===== config.mk =====
export PLATFORM = sky130hd
export DESIGN_NAME = score_store_ctrl
export DESIGN_NICKNAME = d
export VERILOG_FILES = /design/src/rtl/score_store_ctrl_pkg.sv /design/src/rtl/score_store_ctrl_id_lookup.sv /design/src/rtl/score_store_ctrl.sv
export SDC_FILE = /design/constraint.sdc
export NUM_CORES = 1
export LEC_CHECK = 0
export ABC_AREA = 1
export BUFFER_PORTS_ARGS = -buffer_cell sky130_fd_sc_hd__buf_2
export CORE_ASPECT_RATIO = 0.7
export CORE_UTILIZATION = 50
export DETAILED_ROUTE_END_ITERATION = 12
export GPL_ROUTABILITY_DRIVEN = 0
export PLACE_DENSITY = 0.74
export SETUP_SLACK_MARGIN = 0.2
export SYNTH_ARGS = -nofsm -noshare
export SYNTH_HDL_FRONTEND = slang
export SYNTH_SLANG_ARGS = --single-unit
export TNS_END_PERCENT = 5

===== constraint.sdc =====
create_clock -name clk -period 2.7 [get_ports clk]
set_input_delay 0.54 -clock clk [delete_from_list [all_inputs] [get_ports clk]]
set_output_delay 0.54 -clock clk [all_outputs]
set_load 0.01 [all_outputs]

===== src/rtl/score_store_ctrl_pkg.sv =====
// Shared types and default game_state codes for the score store controller.
package score_store_ctrl_pkg;

  typedef enum logic [2:0] {
    CLEAR,
    IDLE,
    RD,
    CMP,
    WR,
    DONE
  } state_t;

  localparam logic [7:0] DEF_LEVEL_DONE = 8'h20;
  localparam logic [7:0] DEF_GAME_OVER  = 8'h30;

  // Width of a slot index; a single-slot table still needs one bit.
  function automatic int slot_width(input int n);
    return (n > 1) ? $clog2(n) : 1;
  endfunction

endpackage


===== src/rtl/score_store_ctrl_id_lookup.sv =====
// Matches a 4-bit player code against the packed ID table; lowest slot wins on duplicates.
module score_store_ctrl_id_lookup
  import score_store_ctrl_pkg::*;
#(
  parameter int                     NUM_USERS = 4,
  parameter logic [4*NUM_USERS-1:0] ID_TABLE  = {4'b0100, 4'b1101, 4'b0011, 4'b1100},
  parameter int                     SLOT_W    = slot_width(NUM_USERS)
) (
  input  logic [3:0]        user_id,
  output logic              hit,
  output logic [SLOT_W-1:0] slot
);

  // Scan from the top so the lowest matching index is the last one written.
  always_comb begin
    hit  = 1'b0;
    slot = '0;
    for (int i = NUM_USERS - 1; i >= 0; i--) begin
      if (ID_TABLE[4*i +: 4] == user_id) begin
        hit  = 1'b1;
        slot = SLOT_W'(i);
      end
    end
  end

endmodule


===== src/rtl/score_store_ctrl.sv =====
// Tracks levels cleared in a game and keeps a per-player best score in an external synchronous RAM.
module score_store_ctrl
  import score_store_ctrl_pkg::*;
#(
  parameter int                     NUM_USERS  = 4,
  parameter int                     DATA_W     = 8,
  parameter int                     ADDR_W     = 8,
  parameter logic [ADDR_W-1:0]      BASE_ADDR  = '0,
  parameter logic [4*NUM_USERS-1:0] ID_TABLE   = {4'b0100, 4'b1101, 4'b0011, 4'b1100},
  parameter logic [7:0]             LEVEL_DONE = DEF_LEVEL_DONE,
  parameter logic [7:0]             GAME_OVER  = DEF_GAME_OVER
) (
  input  logic              clk,
  input  logic              reset,
  input  logic [3:0]        user_id,
  input  logic [7:0]        game_state,
  input  logic              clear_all,
  input  logic [DATA_W-1:0] ram_rdata,
  output logic [ADDR_W-1:0] ram_addr,
  output logic              ram_we,
  output logic [DATA_W-1:0] ram_wdata,
  output logic [DATA_W-1:0] cur_level,
  output logic [DATA_W-1:0] best_level,
  output logic              new_record,
  output logic              user_valid,
  output logic              busy
);

  localparam int               SLOT_W   = slot_width(NUM_USERS);
  localparam int               CNT_W    = $clog2(NUM_USERS + 1);
  localparam logic [CNT_W-1:0] CNT_LAST = CNT_W'(NUM_USERS);

  state_t            state;
  logic [7:0]        prev_gs;
  logic [CNT_W-1:0]  clr_cnt;
  logic [SLOT_W-1:0] lookup_slot;
  logic              level_rise;
  logic              over_rise;
  logic              start_clear;

  score_store_ctrl_id_lookup #(
    .NUM_USERS(NUM_USERS),
    .ID_TABLE (ID_TABLE),
    .SLOT_W   (SLOT_W)
  ) u_id_lookup (
    .user_id(user_id),
    .hit    (user_valid),
    .slot   (lookup_slot)
  );

  assign level_rise  = (game_state == LEVEL_DONE) && (prev_gs != LEVEL_DONE);
  assign over_rise   = (game_state == GAME_OVER) && (prev_gs != GAME_OVER);
  assign start_clear = clear_all && ((state == IDLE) || (state == DONE));
  assign busy        = (state == CLEAR) || (state == RD) || (state == CMP) || (state == WR);

  // RAM strobes are registered one state ahead, so a clear_all entry writes slot 0 on its first CLEAR cycle.
  always_ff @(posedge clk or negedge reset) begin
    if (!reset) begin
      state      <= CLEAR;
      clr_cnt    <= '0;
      cur_level  <= '0;
      best_level <= '0;
      new_record <= 1'b0;
      ram_we     <= 1'b0;
      ram_addr   <= BASE_ADDR;
      ram_wdata  <= '0;
      prev_gs    <= '0;
    end else begin
      prev_gs <= game_state;
      if (start_clear) begin
        state     <= CLEAR;
        cur_level <= '0;
        ram_we    <= 1'b1;
        ram_wdata <= '0;
        ram_addr  <= BASE_ADDR;
        clr_cnt   <= CNT_W'(1);
      end else begin
        case (state)
          CLEAR: begin
            if (clr_cnt == CNT_LAST) begin
              state    <= IDLE;
              clr_cnt  <= '0;
              ram_we   <= 1'b0;
              ram_addr <= BASE_ADDR;
            end else begin
              ram_we    <= 1'b1;
              ram_wdata <= '0;
              ram_addr  <= BASE_ADDR + ADDR_W'(clr_cnt);
              clr_cnt   <= clr_cnt + 1'b1;
            end
          end
          IDLE: begin
            if (over_rise) begin
              if (user_valid) begin
                state    <= RD;
                ram_we   <= 1'b0;
                ram_addr <= BASE_ADDR + ADDR_W'(lookup_slot);
              end else begin
                state      <= DONE;
                best_level <= '0;
                new_record <= 1'b0;
              end
            end else if (level_rise && (cur_level != '1)) begin
              cur_level <= cur_level + 1'b1;
            end
          end
          RD: state <= CMP;
          CMP: begin
            if (cur_level > ram_rdata) begin
              state     <= WR;
              ram_we    <= 1'b1;
              ram_wdata <= cur_level;
            end else begin
              state      <= DONE;
              best_level <= ram_rdata;
              new_record <= 1'b0;
            end
          end
          WR: begin
            state      <= DONE;
            ram_we     <= 1'b0;
            ram_wdata  <= '0;
            best_level <= cur_level;
            new_record <= 1'b1;
          end
          DONE: begin
            if (game_state != GAME_OVER) begin
              state      <= IDLE;
              cur_level  <= '0;
              new_record <= 1'b0;
            end
          end
          default: state <= CLEAR;
        endcase
      end
    end
  end

endmodule


[After elaboration in Yosys (flattened, before gate mapping)]
Index checks and enable logic that the tools add are counted.
Storage, ports and cells
  output and inout bits: 36
  memories kept: 0
  bits in writable memories: 0
  register bits after elaboration: 48
  bits in latches: 0
  logic and storage cells: 111
  input port bits: 23
  bits in read-only memories: 0
Operators by class
  order comparisons: 1
  div/mod/pow operators: 0
  shifts and indexed selects: 0
  bitwise operators: 1
  add/sub/neg operators: 2
  multiply operators: 0
  reductions and logical operators: 23
  mux-type cells: 47
  equal/unequal tests: 28
Operators with widths (count)
  $mux W8: 13
  $pmux W8 S3: 2
  $pmux W8 S2: 2
  $mux W3: 9
  $ne A8 B6 Y1 const B: 3
  $pmux W3 S6: 1
  $eq A8 B6 Y1 const B: 2
  $mux W1: 14
  $ne A3 B2 Y1 const B: 4
  $ne A3 B3 Y1 const B: 4
  $eq A3 B3 Y1 const B: 3
  $reduce_and A3 Y1: 3
  $reduce_bool A3 Y1: 3
  $add A8 B1 Y8 const B: 1
  $eq A4 B4 Y1 const A: 2
  $gt A8 B8 Y1: 1
  $mux W2: 4
  $ne A8 B8 Y1 const B: 1
  $pmux W1 S4: 2
  $reduce_and A4 Y1: 2
  $reduce_bool A4 Y1: 2
  $eq A3 B2 Y1 const B: 2
  $ne A2 B2 Y1 const B: 3
  $reduce_and A6 Y1: 1
  other kinds (12): 18

[Longest topological paths before layout]
  depth in word-level cells: 9
  depth in mapped cells: 15

[Hierarchy]
A second synthesis with hierarchy kept.
Unflattened totals
  cells, all modules: 370
  area, all modules: 2798.9 um^2
By module, submodules not included
  score_store_ctrl: times used 1, area an instance 2707.6 um^2, cells each 347, sequential area each 1076.0 um^2
  score_store_ctrl_id_lookup: times used 1, area an instance 91.3 um^2, cells each 23, sequential area each 0.0 um^2

[Least setup slack after synthesis]
No wires, ideal clock.
  kind: in2reg
  from: input port ram_rdata[7]
  to: register ram_wdata[4]
  cell stages on the path: 12
  arrival: 1730 ps
  data required time: 2582 ps
  setup slack: 853 ps
  cell sequence: inv_1 > ha_1 > nand2_1 > nor2_1 > nand2_1 > nand2_1 > nand2_1 > nand2_1 > nand2_4 > buf_6 > nand2_1 > o21ai_2
Between the ends
  longest elaborated chain between the ends: 3
Ends and longest elaborated chain
  start: declaration: line score_store_ctrl.sv:18  | input logic [DATA_W-1:0] ram_rdata,
  $gt A8 B8 Y1: line score_store_ctrl.sv:109  | if (cur_level > ram_rdata) begin
  $ne A3 B2 Y1 (no line)
  $reduce_and A3 Y1 (no line)
  end signal: assignment: line score_store_ctrl.sv:112  | ram_wdata <= cur_level;
  end: declaration: line score_store_ctrl.sv:21  | output logic [DATA_W-1:0] ram_wdata,
No other way between the ends.
A chain may end at the register's enable or synchronous reset.

[Worst setup path in the final report]
  from: register state[2]
  to: register ram_wdata[7]
Between the ends
  longest elaborated chain between the ends: 5
  elaborated cells on any way between the ends: 13
  those cells by class: eq/ne: 6; mux: 2; reduce/logical: 5
Ends and longest elaborated chain
  start: declaration: line score_store_ctrl.sv:33  | state_t state;
  start signal: assignment: line score_store_ctrl.sv:59  | state <= CLEAR;
  start signal: assignment: line score_store_ctrl.sv:71  | state <= CLEAR;
  start signal: assignment: line score_store_ctrl.sv:81  | state <= IDLE;
  $eq A3 B1 Y1 / $eq A3 B3 Y1 (equally long branches): line score_store_ctrl.sv:53  | assign start_clear = clear_all && ((state == IDLE) || (state == DONE));
  $logic_or A1 B1 Y1: line score_store_ctrl.sv:53
  $logic_and A1 B1 Y1: line score_store_ctrl.sv:53
  $ne A3 B3 Y1 (no line) (tied with other cells)
  $reduce_and A3 Y1 (no line)
Several ways; a longest one is shown, not always the timed one.

==> metrics <==
status completed; vias in the first global route 2306; post-synth top area share 40.15%; crit-path max cell delay 0.46 ns; via count 2458; Post-synth top cells 114 x nand2_1, 45 x inv_1, 43 x dfrtp_1; # fillers 439; VDD IR-drop max 0.3844 mV; layout cells sized above 1 22.89%; max_slew headroom 62.29%; 1st-pass router iterations 5; post-synth design cell area 2680 um2; CP max FO 16; clk sinks 43; Die Area 5662 um2; Hold Violations, Final 0; initial antenna violation count 0; asr flop ratio synth 100.0%; WL per Instance 12.61 um; crit path cell chain inv_2 > nand3_2 > inv_1 > nand2_1 > nand2_4 > nand2_1 > o21ai_2; buffers added on ports 53; DP HPWL 4.765 mm; Top Ports 59; pin count of the biggest net entering global routing 26; P_leak 0.001750 uW; number of buffers and inverters on the critical path 2; Nets 448; Clk pin slew, worst setup/hold paths 0.08 ns; Mapped Avg Cell Area 7.507 um2; setup_tns 0 ns; area taken by multi-input logic gates 1344 um2; FF+latch count, synth 43; Reg2Reg Setup Slack 0.71 ns; top_reg_cell synth dfrtp_1; FF/Latch Area 1076 um2; core area 4966 um2; Initial Utilization 53.97%; final period utilization 73.85%; post-synthesis sequential area ratio 40.15%; Most common cell on crit path nand2_1; TritonCTS clock tree yes; CTS hold repair buffers 0; Root Driver clkbuf_8; total congestion overflow 0; Worst path top cell family by delay simple AND/OR/NAND/NOR gates; DIE WIDTH 89.51 um; fmax 0.5015 GHz; drt first-iter violations 147; final wirelength 6.105 mm; maxcap violations 0; Tot GR Track Use 24.02%; reg2reg start state[2]; R2R Path End ram_wdata[7]; post-route setup slack 0.7059 ns; DRT antenna net count 0; ranking of synthesized cells by area dfrtp_1 40%, nand2_1 16%, inv_1 6.3%, ha_1 5.1%, nor2_1 3.9%; number of gates resized after CTS 0; # Post-CTS Setup Buffers 0; cell with the most instances after synthesis nand2_1; min cycle time layout 1.994 ns; Max Slew Vio Count 0; Mapped Cells 357; Hold/Removal Path Class input port to async pin; Unique masters post-synth 31; crit path launch type flop; CP Launch Point state[2]; RSZ-0062 raised after global routing no; clk buf depth 2; TritonCTS Buffers 5; Worst Setup End Kind flop; pre-CTS setup slack 0.6311 ns; Crit-path slowest cell dfrtp_1; worst-case reg-to-reg path depth 7; Worst-Margin Slew 0.5656 ns; Post-Route Skew 0.006155 ns; Residual DRC 0; Critical Path RT 2.93 ns; CTS H-tree depth 2; Vias/cell 5.079; Power Dens Cells 925.2 nW/um2; Clock Latency Late Sink 0.29 ns; yosys warns 0; n_diodes 0; EDFF count, synth 0; first-pass GRT wire length 10.52 mm; Arr. time, crit path 2.22 ns; Synth-to-Final Area Change 16.76%; # setup viols final 0; CP Class flop to flop; Die Y 63.26 um; cell taking the most area after synthesis dfrtp_1; Placement Rows 21
## power by group
| part | leakage [uW] | switching [uW] | internal, uW |
|---|---|---|---|
| registers | 0.000564 | 127 | 775 |
| logic | 0.00112 | 956 | 451 |
| clock network | 0.0000654 | 216 | 370 |
## logic make-up (layout without fill, tap and decap cells)
logic type                 count (synthesis)  after routing  synth area share (%)
buffers and inverters                     63            117                 10.27
DFF                                       43             43                 40.15
and+or+nand+nor                          195            195                 33.89
AOI/OAI and AO/OA                         42             42                 9.758
xor gates and xnor gates                   2              2                0.6537
other                                      1              5                0.1399
adders and majority gates                 11             11                 5.135
## flip-flops by register name, indices dropped and copies added, names as in the netlist
signal and cells:
clr_cnt 3, cur_level 8, ram_we 1, state 3, new_record 1, best_level 8
prev_gs 8, ram_wdata 8, ram_addr 3
## per-layer routing
metal	GRT usage, %	wire length [um]	vias up
met5	0	0	-
met4	4.960	63	0
met3	4.325	364	8
met2	37.21	2670	71
met1	35.03	3006	1128
li1	-	-	1251
## layout make-up
type | instances | share of cell area [%]
sequential | 43 | 34.39
clock buffer | 6 | 2.319
timing repair buffer | 57 | 9.436
clock inverter | 2 | 1.919
inverter | 52 | 6.238
multi-input combinational | 255 | 42.94
tap | 69 | 2.759
## placed cells by master (no fill, tap or decap), drive strengths merged
cell    synthesis  routed
a21o            1       1
buf             9      57
xor2            2       2
nor2           32      32
nand3b          1       1
o21ai          29      29
a211oi          1       1
nand4          16      16
dfrtp          43      43
a21oi           3       3
and2            1       1
bufinv          0       2
conb            1       5
inv            52      52
ha             11      11
clkbuf          2       6
o22ai           6       6
nand2         120     120
o211ai          2       2
nand3          25      25
## metrics by stage
step | cells | hold WS (ns) | instance area (um2) | total power, uW | utilization (%)
2_1_floorplan | 361 | 0.2444 | 2695 | 1971 | -
3_3_place_gp | 476 | 0.4501 | 2997 | 2270 | 60.34
3_5_place_dp | 476 | 0.4583 | 2997 | 2304 | 60.34
4_1_cts | 484 | 0.2514 | 3129 | 2896 | 63.01
5_1_grt | 484 | 0.2688 | 3129 | 3135 | 63.01
6_report | 484 | 0.2296 | 3129 | 2895 | 63.01
## worst max-delay path by stage
stage	end	slack, ns	cells after the start
after global routing	ram_wdata[7]	0.51	7
after detailed placement	ram_wdata[5]	0.63	11
after global placement	ram_wdata[4]	0.71	11
final	ram_wdata[7]	0.71	7
after floorplan	ram_wdata[4]	0.85	12
after CTS	ram_wdata[7]	0.74	7
Note: power is estimated with default switching activity, not from simulation.
